===== src/rtl/led_bar_monitor.sv =====
// LED bar flasher monitor: samples a thermometer-coded LED bar, tracks its level
// and direction, flags reversals, counts full-bar blinks and latches the first fault.
module led_bar_monitor #(
  parameter int N = 16,
  localparam int LW = $clog2(N + 1),
  localparam int DW = LW + 1
) (
  input  logic          clk,
  input  logic          reset,
  input  logic [N-1:0]  LED,
  output logic [LW-1:0] level,
  output logic [2:0]    state,
  output logic          bound_vld,
  output logic          bound_peak,
  output logic [LW-1:0] bound_lvl,
  output logic [3:0]    blink_cnt,
  output logic          err,
  output logic [1:0]    err_code
);

  typedef enum logic [2:0] {
    ST_IDLE  = 3'd0,
    ST_RISE  = 3'd1,
    ST_FALL  = 3'd2,
    ST_BLINK = 3'd3,
    ST_FAULT = 3'd4
  } mon_state_e;

  logic [N-1:0]   sample_r;
  logic           smp_vld_r;
  logic           base_r;
  mon_state_e     state_r;

  logic           legal_s;
  logic [LW-1:0]  k_s;
  logic signed [DW-1:0] delta_s;
  logic           blink_s;

  mon_state_e     state_n;
  logic [LW-1:0]  level_n;
  logic           bvld_n;
  logic           bpeak_n;
  logic [LW-1:0]  blvl_n;
  logic [3:0]     bcnt_n;
  logic           err_n;
  logic [1:0]     code_n;
  logic           base_n;

  assign state = state_r;

  // Stage 1: capture the raw LED bar; smp_vld_r keeps the reset value out of the baseline.
  always_ff @(posedge clk or negedge reset) begin
    if (!reset) begin
      sample_r  <= {N{1'b0}};
      smp_vld_r <= 1'b0;
    end else begin
      sample_r  <= LED;
      smp_vld_r <= 1'b1;
    end
  end

  // Decode stage-1 sample: thermometer legality, lit count and signed step.
  always_comb begin
    k_s = {LW{1'b0}};
    for (int i = 0; i < N; i++) begin
      k_s = k_s + LW'(sample_r[i]);
    end
    legal_s = ((sample_r & (sample_r + {{(N-1){1'b0}}, 1'b1})) == {N{1'b0}});
    delta_s = $signed({1'b0, k_s}) - $signed({1'b0, level});
    blink_s = ((level == {LW{1'b0}}) && (k_s == LW'(N))) ||
              ((level == LW'(N)) && (k_s == {LW{1'b0}}));
  end

  // Stage 2 next-state and output decision.
  always_comb begin
    state_n = state_r;
    level_n = level;
    bvld_n  = 1'b0;
    bpeak_n = bound_peak;
    blvl_n  = bound_lvl;
    bcnt_n  = blink_cnt;
    err_n   = err;
    code_n  = err_code;
    base_n  = base_r;
    if (!smp_vld_r) begin
      state_n = state_r;
    end else if (state_r == ST_FAULT) begin
      // Only an empty bar clears the fault state; the error flag itself stays sticky.
      if (legal_s && (k_s == {LW{1'b0}})) begin
        state_n = ST_IDLE;
        level_n = {LW{1'b0}};
        base_n  = 1'b1;
      end else begin
        state_n = ST_FAULT;
      end
    end else if (!legal_s) begin
      state_n = ST_FAULT;
      err_n   = 1'b1;
      if (err_code == 2'b00) begin
        code_n = 2'b01;
      end else begin
        code_n = err_code;
      end
    end else if (!base_r) begin
      base_n  = 1'b1;
      level_n = k_s;
      state_n = (k_s == {LW{1'b0}}) ? ST_IDLE : ST_RISE;
    end else if (blink_s) begin
      state_n = ST_BLINK;
      level_n = k_s;
      if (state_r != ST_BLINK) begin
        bcnt_n = 4'd1;
      end else if (blink_cnt != 4'd15) begin
        bcnt_n = blink_cnt + 4'd1;
      end else begin
        bcnt_n = blink_cnt;
      end
    end else if (delta_s == DW'(1)) begin
      state_n = ST_RISE;
      level_n = k_s;
      if (state_r == ST_FALL) begin
        bvld_n  = 1'b1;
        bpeak_n = 1'b0;
        blvl_n  = level;
      end else begin
        bvld_n  = 1'b0;
      end
    end else if (delta_s == DW'(-1)) begin
      state_n = ST_FALL;
      level_n = k_s;
      if (state_r == ST_RISE) begin
        bvld_n  = 1'b1;
        bpeak_n = 1'b1;
        blvl_n  = level;
      end else begin
        bvld_n  = 1'b0;
      end
    end else if (delta_s == DW'(0)) begin
      if (k_s == {LW{1'b0}}) begin
        state_n = ST_IDLE;
      end else begin
        state_n = state_r;
      end
    end else begin
      state_n = ST_FAULT;
      level_n = k_s;
      err_n   = 1'b1;
      if (err_code == 2'b00) begin
        code_n = 2'b10;
      end else begin
        code_n = err_code;
      end
    end
  end

  // Stage 2 registers: every output is driven straight from a flop.
  always_ff @(posedge clk or negedge reset) begin
    if (!reset) begin
      state_r    <= ST_IDLE;
      level      <= {LW{1'b0}};
      bound_vld  <= 1'b0;
      bound_peak <= 1'b0;
      bound_lvl  <= {LW{1'b0}};
      blink_cnt  <= 4'd0;
      err        <= 1'b0;
      err_code   <= 2'b00;
      base_r     <= 1'b0;
    end else begin
      state_r    <= state_n;
      level      <= level_n;
      bound_vld  <= bvld_n;
      bound_peak <= bpeak_n;
      bound_lvl  <= blvl_n;
      blink_cnt  <= bcnt_n;
      err        <= err_n;
      err_code   <= code_n;
      base_r     <= base_n;
    end
  end

endmodule


===== config.mk =====
export PLATFORM = sky130hd
export DESIGN_NAME = led_bar_monitor
export DESIGN_NICKNAME = d
export VERILOG_FILES = /design/src/rtl/led_bar_monitor.sv
export SDC_FILE = /design/constraint.sdc
export NUM_CORES = 1
export LEC_CHECK = 0
export ABC_AREA = 1
export BUFFER_PORTS_ARGS = -buffer_cell sky130_fd_sc_hd__buf_2
export CORE_ASPECT_RATIO = 0.8
export CORE_UTILIZATION = 55
export DETAILED_ROUTE_END_ITERATION = 16
export PLACE_DENSITY = 0.82
export SYNTH_ARGS = -nofsm -noshare
export SYNTH_HDL_FRONTEND = slang
export SYNTH_SLANG_ARGS = --single-unit

===== constraint.sdc =====
create_clock -name clk -period 6.9 [get_ports clk]
set_input_delay 0.345 -clock clk [delete_from_list [all_inputs] [get_ports clk]]
set_output_delay 0.345 -clock clk [all_outputs]
set_load 0.01 [all_outputs]

; ---- After elaboration in Yosys (flattened, before gate mapping)
; Cells that the tools add are included.
[word_totals]
regBits = 40
in_bits = 18
word_cells = 126
out_inout_bits = 22
[op_classes]
n_reduce_logical = 22
eq_ne = 18
n_mux = 54
n_addsub = 18
bitwise_logic = 3
[ops]
columns = cell, n
row1 = 2-to-1 mux 5 bit, 12
row2 = adder 5 x 1 -> 5 bit, 11
row3 = 2-to-1 mux 3 bit, 9
row4 = 2-to-1 mux 1 bit, 23
row5 = "adder 16 x 1 -> 16 bit, second input constant", 1
row6 = bitwise AND 16 bit, 1
row7 = logical NOT 16 bit, 1
row8 = 2-to-1 mux 2 bit, 8
row9 = "equality test 5 bit, second input constant", 2
row10 = logical NOT 5 bit, 2
row11 = "!= test 2 bit, second input constant", 5
row12 = nonzero test 2 bit, 5
row13 = AND reduction 9 bit, 1
row14 = 2-to-1 mux 4 bit, 2
row15 = "!= test 8 bit, second input constant", 1
row16 = AND reduction 8 bit, 1
row17 = AND reduction 7 bit, 1
row18 = "equality test 6 x 1 -> 1 bit, second input constant", 1
row19 = "equality test 6 x 2 -> 1 bit, second input constant", 1
row20 = logical NOT 6 bit, 1
row21 = "!= test 6 bit, second input constant", 1
row22 = AND reduction 6 bit, 1
row23 = subtractor 5 x 5 -> 6 bit, 1
row24 = adder 4 x 1 -> 5 bit, 1
row25 = other kinds (18), 22

; ---- Depth between registers and ports, before layout
; Gate-level depths: netlist of the first run.
[depth]
depth_word = 24
mapped_depth = 30

; ---- Worst setup path after synthesis of the first run
; Ideal clock, no wire load.
[synth_timing]
path_type = reg-to-reg
from = register sample_r[11]
to = register bound_lvl[1]
setup_slack_ns = 2.064
arrival_time_ns = 4.719
path_stages_with_launch = 28
setup_ns = 0.117
t_required_ns = 6.783
n_path_buf = 0
path_cell_list = dfrtp_1 -> fa_1 -> inv_1 -> fa_1 -> inv_1 -> fa_1 -> inv_1 -> fa_1 -> inv_1 -> ha_1 -> fa_1 -> inv_1 -> nand2_1 -> nand2_1 -> inv_2 -> ha_1 -> nand2_1 -> clkinv_1 -> nand2_1 -> nand3b_1 -> nand2_1 -> nand3_1 -> inv_1 -> nand2_1 -> a21oi_2 -> nand2_2 -> nand2_1 -> nand2_1
[synth_between]
elab_chain_cells = 10
elab_cells_between_ends = 22
[synth_lines]
columns = item, line_no
row1 = start: declaration, 29  ; logic [N-1:0] sample_r;
row2 = start signal: assignment, 54  ; sample_r <= {N{1'b0}};
row3 = "parallel branches: the longest is 10 deep, another holds subtractor 5 x 5 -> 6 bit", -
row4 = end signal: assignment, 163  ; bound_lvl <= {LW{1'b0}};
row5 = end signal: assignment, 173  ; bound_lvl <= blvl_n;
row6 = end: declaration, 15  ; output logic [LW-1:0] bound_lvl,
; Several ways; the timed one is not identified.
; A chain may end at the register's enable or synchronous reset.

; ---- Worst setup path after layout of the first run
[layout_timing]
from = register sample_r[11]
to = register bound_lvl[4]
; Same word-level chain as after synthesis.

==> results of run 1 <==
[stage by stage]
step                setup WS (ps)  total power, mW
global route                 1220            0.971
global placement             1680            0.704
floorplan                    2060            0.625
CTS                          1570            0.882
detailed placement           1590            0.725
finish                       1580            0.884
[flip-flops by register name (all words and copies together), names as in the netlist, 2 cells and up]
signal and count:
sample_r 16, blink_cnt 4, bound_lvl 5, level 5, state 3, err_code 2
[critical path, stage by stage, from the launching register on]
cell and delay [ps]:
dfrtp_1 440, fa_1 550, inv_1 50, fa_1 480
inv_1 50, fa_1 470, inv_1 50, fa_1 470
inv_1 40, ha_1 200, fa_1 410, inv_1 70
nand2_1 40, nand2_1 90, inv_2 50, ha_1 350
nand2_1 90, clkinv_1 70, nand2_1 80, nand3b_1 80
nand2_1 110, nand3_1 160, inv_1 80, nand2_1 100
a21oi_2 340, nand2_2 160, nand2_1 100, nand2_1 50
[per-layer routing]
metal	up-vias	track usage	share of wire	routed length [um]
li1	1232	-	-	-
met5	-	0	0	0
met4	0	0.0848	0.0092	52
met1	1129	0.365	0.50	2830
met2	75	0.351	0.42	2390
met3	6	0.0465	0.071	402
[cells in the final DEF (no fill, tap or decap), drive strengths merged, types with 2 or more instances in the layout]
cell / count
fa: 11
or2: 2
ha: 13
a21oi: 7
nand4: 5
nor3: 4
dfrtp: 40
nand3b: 4
nand2: 121
buf: 39
clkinv: 4
o21ai: 4
nor2: 47
inv: 57
clkbuf: 5
nand3: 43
[layout make-up]
cell class,instances,share of cell area
clock buffer,5,0.0223
inverter,58,0.0707
sequential,40,0.325
multi-input combinational,268,0.488
tap,60,0.0244
timing repair buffer,39,0.0634
clock inverter,3,0.00609
[cell families (layout without fill, tap and decap cells)]
| logic type | Yosys count | count (layout) | synth area share |
|---|---|---|---|
| xor gates and xnor gates | 2 | 2 | 0.00643 |
| other | 1 | 1 | 0.00138 |
| AOI/OAI and AO/OA | 14 | 14 | 0.0294 |
| DFF | 40 | 40 | 0.368 |
| and+or+nand+nor | 227 | 227 | 0.375 |
| buffers and inverters | 58 | 105 | 0.0800 |
| adders and majority gates | 24 | 24 | 0.141 |
[power breakdown]
| group | total (mW) | internal (mW) | leakage [nW] | switching, mW |
|---|---|---|---|---|
| Clock | 0.156 | 0.0705 | 0.0479 | 0.0853 |
| Combinational | 0.480 | 0.168 | 1.19 | 0.312 |
| Sequential | 0.248 | 0.240 | 0.507 | 0.00764 |
[worst max-delay path by stage]
stage | endpoint | slack, ps | cells past startpoint
2_1_floorplan | bound_lvl[1] | 2060 | 27
3_3_place_gp | bound_lvl[4] | 1680 | 27
3_5_place_dp | bound_lvl[4] | 1590 | 27
4_1_cts | bound_lvl[4] | 1570 | 27
5_1_grt | bound_peak | 1220 | 25
6_report | bound_lvl[4] | 1580 | 27
==> run_results.csv, run 1 <==
group,metric,value,unit
synth,ys_top_cells_by_count,"118 x nand2_1, 53 x inv_1, 41 x nand3_1, 40 x dfrtp_1, 37 x nor2_1",
clocking,post_cts_buffers,0,
min_path,hold_start,"LED[9]",
route,remaining_drc_errors,0,
clocking,path_clk_slew,80,ps
synth,synthesis.nets,408,
synth,ys_ff_latch,40,
clocking,cts_root_buffer,"clkbuf_8",
cells_and_area,fillCellCount,415,
placed_design,place_inst,465,
synth,syn_area_per_cell,7.44,sq um
critical_path,start_kind,"flop",
synth,yosys.area.top_type_share,0.368,
placed_design,port_buffers,39,
power_and_ir_drop,p_leak,1.74,nW
critical_path,r2r_slack,1580,ps
synth,synthFlopType,"dfrtp_1",
synth,yosysMostFrequentCell,"nand2_1",
grt,grt_pass1_vias,2287,
grt,grt_usage,0.244,
grt,grt_pass1_wl,9.80,mm
synth,yosysSeqAreaShare,0.368,
min_path,hp-class,"input port to flop",
clocking,hold_buffers,0,
power_and_ir_drop,power_density,287,nW/um^2
clocking,clockBufferDepth,2,
cells_and_area,finish.utilization,0.658,
synth,yosysTopAreaCell,"dfrtp_1",
synth,mappedNetlistArea,2720,sq um
critical_path,critPathKind,"flop to flop",
clocking,cts_resized,0,
sta,hold_violations,0,
placed_design,dpl_cell_area,2990,sq um
grt,grt_max_degree,41,
die,std_cell_rows,22,
die,die-area,5240,sq um
sta,fin_skew,5.18,ps
synth,synth_edf_count,0,
die,start_util,0.582,
synth,synth_cell_types,30,
cells_and_area,syn_to_final_growth,13.1,%
sta,worstMarginPinSlew,871,ps
clocking,clk_latency,290,ps
sta,finalSetupViolCount,0,
critical_path,worstPathArrival,5510,ps
sta,min_period,5320,ps
clocking,h-tree-depth,2,
sta,fin_tns_setup,0,ps
synth,netlist_instances,366,
die,die_w,80.7,um
die,die_y,64.9,um
die,ios,40,
cells_and_area,final-seq-area,1000,sq um
route,initialDrtViolationCount,145,
synth,ys_warn_count,0,
sta,holdWs,153,ps
sta,relSlewSlack,0.419,
cells_and_area,fin_area,3080,sq um
cells_and_area,nNetsFinal,454,
run,drv_cap,0,
clocking,clock-sinks,40,
grt,overflow,0,
sta,max_freq,188,MHz
power_and_ir_drop,peakVddDrop,0.228,mV
min_path,min_delay_path_depth,1,
route,drt-total-wl,5.67,mm
grt,grt_antenna_before_repair,0,
clocking,cts_tree,"built",
sta,finalCritPeriodShare,0.772,
cells_and_area,drive_gt1_frac,0.169,
placed_design,gp_congestion,0.902,
die,design.core.area,4680,sq um
synth,yosys-top-cells-area,"dfrtp_1 37%, nand2_1 16%, fa_1 8.1%",
route,num_vias,2442,
route,ant_nets,0,
route,first_pass_iters,5,
route,wl_per_cell,12.0,um
route,via_per_inst,5.16,
sta,slew_violations,0,
placed_design,dpl.hpwl,4.43,mm
critical_path,ff2ff_path_depth,27,
critical_path,startpoint,"sample_r[11]",
critical_path,path_max_fanout,8,
cells_and_area,multi_input_area,1500,sq um
critical_path,crit_required,7080,ps
cells_and_area,layout.cells.non_filler,473,
cells_and_area,n_antenna_cell,0,
critical_path,crit-reg2reg-capture,"bound_lvl[4]",
min_path,hold_end,"sample_r[9]",
synth,synthArstFlopShare,1.00,
sta,rsz0062_at_grt,"false",
critical_path,end_kind,"flop",
critical_path,r2r_start,"sample_r[11]",
clocking,cts_made_buffers,5,
run_status,status,"completed",
(Power assumes the default switching activity.)
==> run 2: changes to the inputs <==
==> constraint.sdc (replaced) <==
create_clock -name clk -period 5.39 [get_ports clk]
set_input_delay 0.2695 -clock clk [delete_from_list [all_inputs] [get_ports clk]]
set_output_delay 0.2695 -clock clk [all_outputs]
set_load 0.01 [all_outputs]
==> run 2 against run 1 <==
Worst hold slack got worse by 82 ps. First-iteration DRC count rose by 21%. Clock-buffer cell count did not move. Clock skew rose by 2.6 ps. Power rose by 37%. Largest cell class unchanged.
==> run_results.csv, run 2 (synthesis gave the netlist of run 1 again) <==
group,metric,value,unit
cells_and_area,syn_to_final_growth,16.3,%
clocking,clock-sinks,40,
sta,layout_setup_ws,222,ps
critical_path,r2r_slack,220,ps
route,initialDrtViolationCount,176,
critical_path,critPathKind,"flop to flop",
min_path,hold_start,"LED[9]",
sta,fin_skew,7.76,ps
power_and_ir_drop,peakVddDrop,0.334,mV
route,first_pass_iters,4,
cells_and_area,n_antenna_cell,0,
clocking,clk_latency,300,ps
die,std_cell_rows,22,
placed_design,dpl.hpwl,4.50,mm
min_path,min_delay_path_depth,1,
placed_design,port_buffers,39,
grt,grt_antenna_before_repair,0,
cells_and_area,largest_register_ff_count,16,
critical_path,startpoint,"sample_r[11]",
clocking,path_clk_slew,80,ps
critical_path,path_max_fanout,6,
critical_path,cp_cell_sequence,"fa_1 > inv_1 > fa_1 > inv_1 > fa_1 > inv_1 > fa_1 > inv_1 > ha_1 > fa_2 > inv_1 > fa_2 > inv_1 > nor2_1 > nand3_2 > inv_1 > nand2_2 > a21oi_4 > buf_4 > nand3_1 > nand2_1",
die,die-area,5240,sq um
cells_and_area,layout_commonest_cell,"nand2_1",
sta,max_freq,194,MHz
clocking,cts_root_buffer,"clkbuf_8",
cells_and_area,nNetsFinal,458,
sta,finalCritPeriodShare,0.959,
critical_path,ff2ff_path_depth,21,
route,remaining_drc_errors,0,
placed_design,gp_congestion,0.902,
die,design.core.area,4680,sq um
grt,grt_pass1_vias,2296,
route,wl_per_cell,12.5,um
min_path,hp-class,"input port to flop",
critical_path,start_kind,"flop",
clocking,clockBufferDepth,2,
power_and_ir_drop,power_density,383,nW/um^2
clocking,cts_tree,"built",
cells_and_area,drive_gt1_frac,0.201,
placed_design,dp_slack,95.7,ps
critical_path,critPathSlowestCell,"fa_2",
die,die_w,80.7,um
route,num_vias,2493,
critical_path,crit_required,5620,ps
cells_and_area,top_register,"sample_r",
power_and_ir_drop,p_leak,1.78,nW
sta,rsz0062_at_grt,"false",
grt,overflow,0,
die,ios,40,
critical_path,end_kind,"flop",
critical_path,cpMostUsedCell,"inv_1",
sta,finalSetupViolCount,0,
cells_and_area,fillCellCount,403,
route,drt-total-wl,5.95,mm
clocking,cts_made_buffers,5,
route,via_per_inst,5.23,
grt,grt_usage,0.252,
die,start_util,0.582,
run,drv_cap,0,
sta,slew_violations,0,
route,ant_nets,0,
sta,hold_violations,0,
die,die_y,64.9,um
clocking,h-tree-depth,2,
sta,relSlewSlack,0.412,
cells_and_area,layout.cells.non_filler,477,
sta,worstMarginPinSlew,882,ps
grt,grt_pass1_wl,10.1,mm
placed_design,place_inst,465,
sta,min_period,5170,ps
critical_path,worstPathArrival,5400,ps
grt,grt_max_degree,41,
run_status,status,"completed",
critical_path,r2r_start,"sample_r[11]",
cells_and_area,layout_common_cells,"116 x nand2_1, 53 x inv_1, 40 x dfrtp_1, 39 x nand3_1, 39 x buf_2",
cells_and_area,reg.largest.list,"sample_r x16, bound_lvl x5, level x5",
sta,fin_tns_setup,0,ps
critical_path,slowest_delay,590,ps
## run 2: area by class of cell
cell class	instances	area (sq um)	share of cell area
repair buffers	43	225	0.0711
inverters	58	218	0.0687
clock buffers	5	68.8	0.0217
multi-input cells	268	1560	0.493
well taps	60	75.1	0.0237
flip-flops and latches	40	1000	0.316
clock inverters	3	18.8	0.00593
## run 2: timing repair
item | 4_1_cts | 5_1_grt
buffers inserted | 0 | 4
resized for setup | 0 | 14
hold buffers | 0 | 0
endpoints found under the setup margin | 0 | 18
## run 2: routing by layer
| metal | share of wire | up-vias | routed length, um | GRT usage |
|---|---|---|---|---|
| met5 | 0 | - | 0 | 0 |
| met4 | 0.014 | 0 | 82 | 0.0893 |
| li1 | - | 1233 | - | - |
| met3 | 0.064 | 9 | 381 | 0.0563 |
| met2 | 0.44 | 83 | 2590 | 0.358 |
| met1 | 0.49 | 1168 | 2890 | 0.375 |
## run 2: final timing paths
| path | end |
|---|---|
| worst max-delay path | bound_lvl[1] |
| worst min-delay path | sample_r[9] |
| worst max register to register | bound_lvl[1] |
| worst min register to register | err |
| max in group asynchronous | level[2] |
| min in group asynchronous | sample_r[10] |
## run 2: report_power, final
group	switching, mW	internal [mW]	leakage (nW)
registers	0.00982	0.308	0.507
clock network	0.112	0.0903	0.0479
logic	0.453	0.241	1.22
## run 2: stage by stage
step	power, mW	util	hold WS [ps]	instance area (sq um)
5_1_grt	1.32	0.677	57.4	3170
3_3_place_gp	0.901	0.640	377	2990
6_report	1.21	0.677	71.4	3170
3_5_place_dp	0.930	0.640	379	2990
2_1_floorplan	0.800	-	-26.1	2720
4_1_cts	1.13	0.658	65.5	3080
## run 2: critical path: cells and delay by family (launching register included)
family | cells | cell delay [ps]
and+or+nand+nor | 5 | 520
adders and majority gates | 7 | 3300
DFF | 1 | 440
buffers and inverters | 8 | 590
AOI/OAI and AO/OA | 1 | 260
==> run 3: changes to the inputs <==
--- a/config.mk
+++ b/config.mk
@@ -5,12 +5,13 @@
 export SDC_FILE = /design/constraint.sdc
 export NUM_CORES = 1
 export LEC_CHECK = 0
-export ABC_AREA = 1
+export ABC_AREA = 0
 export BUFFER_PORTS_ARGS = -buffer_cell sky130_fd_sc_hd__buf_2
 export CORE_ASPECT_RATIO = 0.8
 export CORE_UTILIZATION = 55
+export CTS_CLUSTER_DIAMETER = 120
 export DETAILED_ROUTE_END_ITERATION = 16
-export PLACE_DENSITY = 0.82
+export PLACE_DENSITY = 0.88
 export SYNTH_ARGS = -nofsm -noshare
 export SYNTH_HDL_FRONTEND = slang
 export SYNTH_SLANG_ARGS = --single-unit
==> run 3 against run 2 <==
Synthesized cell count fell by 39%. Wire length shrank 3.1%. Worst setup slack lost 58 ps. Worst hold slack better by 13 ps. Critical endpoint is now bound_lvl[0]. Clock-buffer cell count grew 2. Critical path depth is 3 lower. Register-to-register slack worse by 60 ps.
==> run_results.csv, run 3 <==
group,metric,value,unit
grt,grt_pass1_vias,1858,
route,ant_nets,0,
synth,yosysSeqAreaShare,0.413,
route,num_vias,2048,
sta,fin_skew,10.3,ps
critical_path,path_max_fanout,6,
synth,mappedNetlistArea,2420,sq um
clocking,path_clk_slew,80,ps
sta,fin_tns_setup,0,ps
grt,grt_pass1_wl,8.82,mm
route,first_pass_iters,6,
die,std_cell_rows,21,
cells_and_area,layout_common_cells,"40 x dfrtp_1, 39 x buf_2, 23 x inv_1, 19 x buf_4, 13 x nand2_1",
power_and_ir_drop,combPwrFrac,0.668,
power_and_ir_drop,p_seq_frac,0.207,
sta,worstMarginPinSlew,870,ps
route,wl_per_cell,16.7,um
clocking,clk_latency,290,ps
clocking,cts_made_buffers,5,
die,die_w,76.2,um
synth,ys_warn_count,0,
synth,yosysMostFrequentCell,"dfrtp_1",
clocking,cts_tree,"built",
sta,finalSetupViolCount,0,
route,drt-total-wl,5.77,mm
critical_path,critPathKind,"flop to flop",
cells_and_area,n_antenna_cell,0,
cells_and_area,largest_register_ff_count,16,
synth,yosys.area.top_type_share,0.413,
synth,ys_top_cells_by_count,"40 x dfrtp_1, 26 x inv_1, 13 x ha_1, 13 x nand2_1, 11 x fa_1",
grt,grt_util_met1,0.359,
synth,synth_edf_count,0,
die,die_y,61.4,um
sta,max_freq,191,MHz
sta,layout_setup_ws,165,ps
route,via_per_inst,5.94,
cells_and_area,syn_to_final_growth,26.9,%
cells_and_area,layout_commonest_cell,"dfrtp_1",
sta,finalCritPeriodShare,0.969,
power_and_ir_drop,p_leak,1.59,nW
clocking,h-tree-depth,2,
grt,met3_usage,0.0326,
power_and_ir_drop,power,1.53,mW
synth,synthArstFlopShare,1.00,
grt,overflow,0,
placed_design,dp_slack,-95.2,ps
power_and_ir_drop,peakVddDrop,0.330,mV
critical_path,start_kind,"flop",
synth,yosysTopAreaCell,"dfrtp_1",
sta,hold_violations,0,
sta,rsz0062_at_grt,"true",
sta,relSlewSlack,0.420,
cells_and_area,drive_gt1_frac,0.347,
grt,busiest_layer,"met2",
synth,syn_area_per_cell,10.8,sq um
critical_path,end_kind,"flop",
sta,slew_violations,0,
power_and_ir_drop,switchingPower,0.647,mW
synth,synth_cell_types,55,
placed_design,gp_congestion,0.905,
clocking,clockBufferDepth,2,
cells_and_area,nNetsFinal,329,
critical_path,crit_required,5560,ps
cells_and_area,top_register,"sample_r",
cells_and_area,finish.utilization,0.732,
die,design.core.area,4200,sq um
run,drv_cap,0,
die,start_util,0.577,
placed_design,port_buffers,39,
min_path,hp-class,"input port to asynchronous set/reset pin",
cells_and_area,multi_input_area,1490,sq um
power_and_ir_drop,clkPwrFrac,0.125,
grt,grt_antenna_before_repair,0,
grt,grt_max_degree,41,
route,initialDrtViolationCount,162,
power_and_ir_drop,p_int,0.883,mW
route,remaining_drc_errors,0,
clocking,clock-sinks,40,
sta,min_period,5230,ps
cells_and_area,final-seq-area,1000,sq um
critical_path,worstPathArrival,5390,ps
sta,holdWs,84.5,ps
synth,synthFlopType,"dfrtp_1",
power_and_ir_drop,swShare,0.423,
synth,netlist_instances,225,
cells_and_area,fillCellCount,297,
synth,ys_ff_latch,40,
synth,yosys-top-cells-area,"dfrtp_1 41%, fa_1 9.1%, ha_1 6.7%",
synth,synthesis.nets,267,
cells_and_area,reg.largest.list,"sample_r x16, bound_lvl x5, level x5",
grt,grt_usage,0.248,
clocking,cts_root_buffer,"clkbuf_8",
grt,grt_use_met2,0.396,
run_status,status,"completed",
power_and_ir_drop,power_density,497,nW/um^2
placed_design,dpl.hpwl,4.09,mm
die,die-area,4680,sq um
die,ios,40,
critical_path,r2r_slack,160,ps
==> run 3: cell types whose count changed after synthesis, moves of 7 or more <==
cell,previous run,this run
nor2_1,37,9
inv_1,53,26
nand3_1,41,8
nor2_2,7,0
nand2_1,118,13
==> run 3: cell families after synthesis <==
family / share of synthesized area
AO/OA/AOI/OAI: 0.155
XOR/XNOR: 0.0145
adder cells (fa/ha/maj): 0.158
buffers and inverters: 0.0454
flip-flops: 0.413
multiplexers: 0.0361
other: 0.00155
AND/OR/NAND/NOR: 0.177
==> run 3: area by class of cell <==
type / count / area share
inverters: 26 / 0.0317
flip-flops and latches: 40 / 0.325
multi-input cells: 156 / 0.483
clock inverters: 1 / 0.00285
well taps: 57 / 0.0232
clock buffers: 7 / 0.0248
repair buffers: 58 / 0.110
==> run 3: per-layer routing <==
metal	routed length [um]	vias to the layer above
met5	0	-
met4	60	0
met3	327	5
met2	2700	85
met1	2680	1017
li1	-	941
==> run 3: power by group through the flow <==
| stage | Clock, mW | Sequential (mW) | Combinational [mW] |
|---|---|---|---|
| after global placement | 0 | 0.321 | 0.656 |
| final | 0.191 | 0.316 | 1.02 |
| after detailed placement | 0 | 0.321 | 0.681 |
| after global routing | 0.209 | 0.317 | 1.10 |
| after CTS | 0.196 | 0.316 | 0.742 |
| after floorplan | 0 | 0.322 | 0.462 |
==> run 3: critical path: stages, from the launching register on <==
cell and delay (ps):
dfrtp_1 400, fa_1 540, inv_1 50, fa_1 480, inv_1 50, fa_1 490, inv_2 40, fa_1 490
inv_2 50, ha_4 150, fa_2 550, inv_2 40, fa_2 360, nand2b_4 160, a21oi_4 200, xnor2_4 180
nor4bb_4 290, o2111ai_4 230, mux2_4 360
==> run 3: stage by stage <==
step	instances	cell area, sq um
after global routing	345	3080
final	345	3080
after detailed placement	331	2780
after global placement	331	2780
after floorplan	225	2420
after CTS	339	2910
==> run 3: final timing paths <==
path | from | to | depth (start not counted)
max in group asynchronous | reset | sample_r[13] | 1
hold reg to reg | err_code[0] | err_code[0] | 1
min in group clk | LED[8] | sample_r[8] | 1
setup / recovery | sample_r[15] | bound_lvl[0] | 18
setup reg to reg | sample_r[15] | bound_lvl[0] | 18
hold / removal | reset | state[1] | 1
==> run 3: repair_timing <==
action	4_1_cts	5_1_grt
endpoints found under the hold margin	0	0
setup buffers	0	6
cloned	0	0
resized for setup	6	26
hold buffers	0	0
pin swaps	4	12
endpoints found under the setup margin	5	17
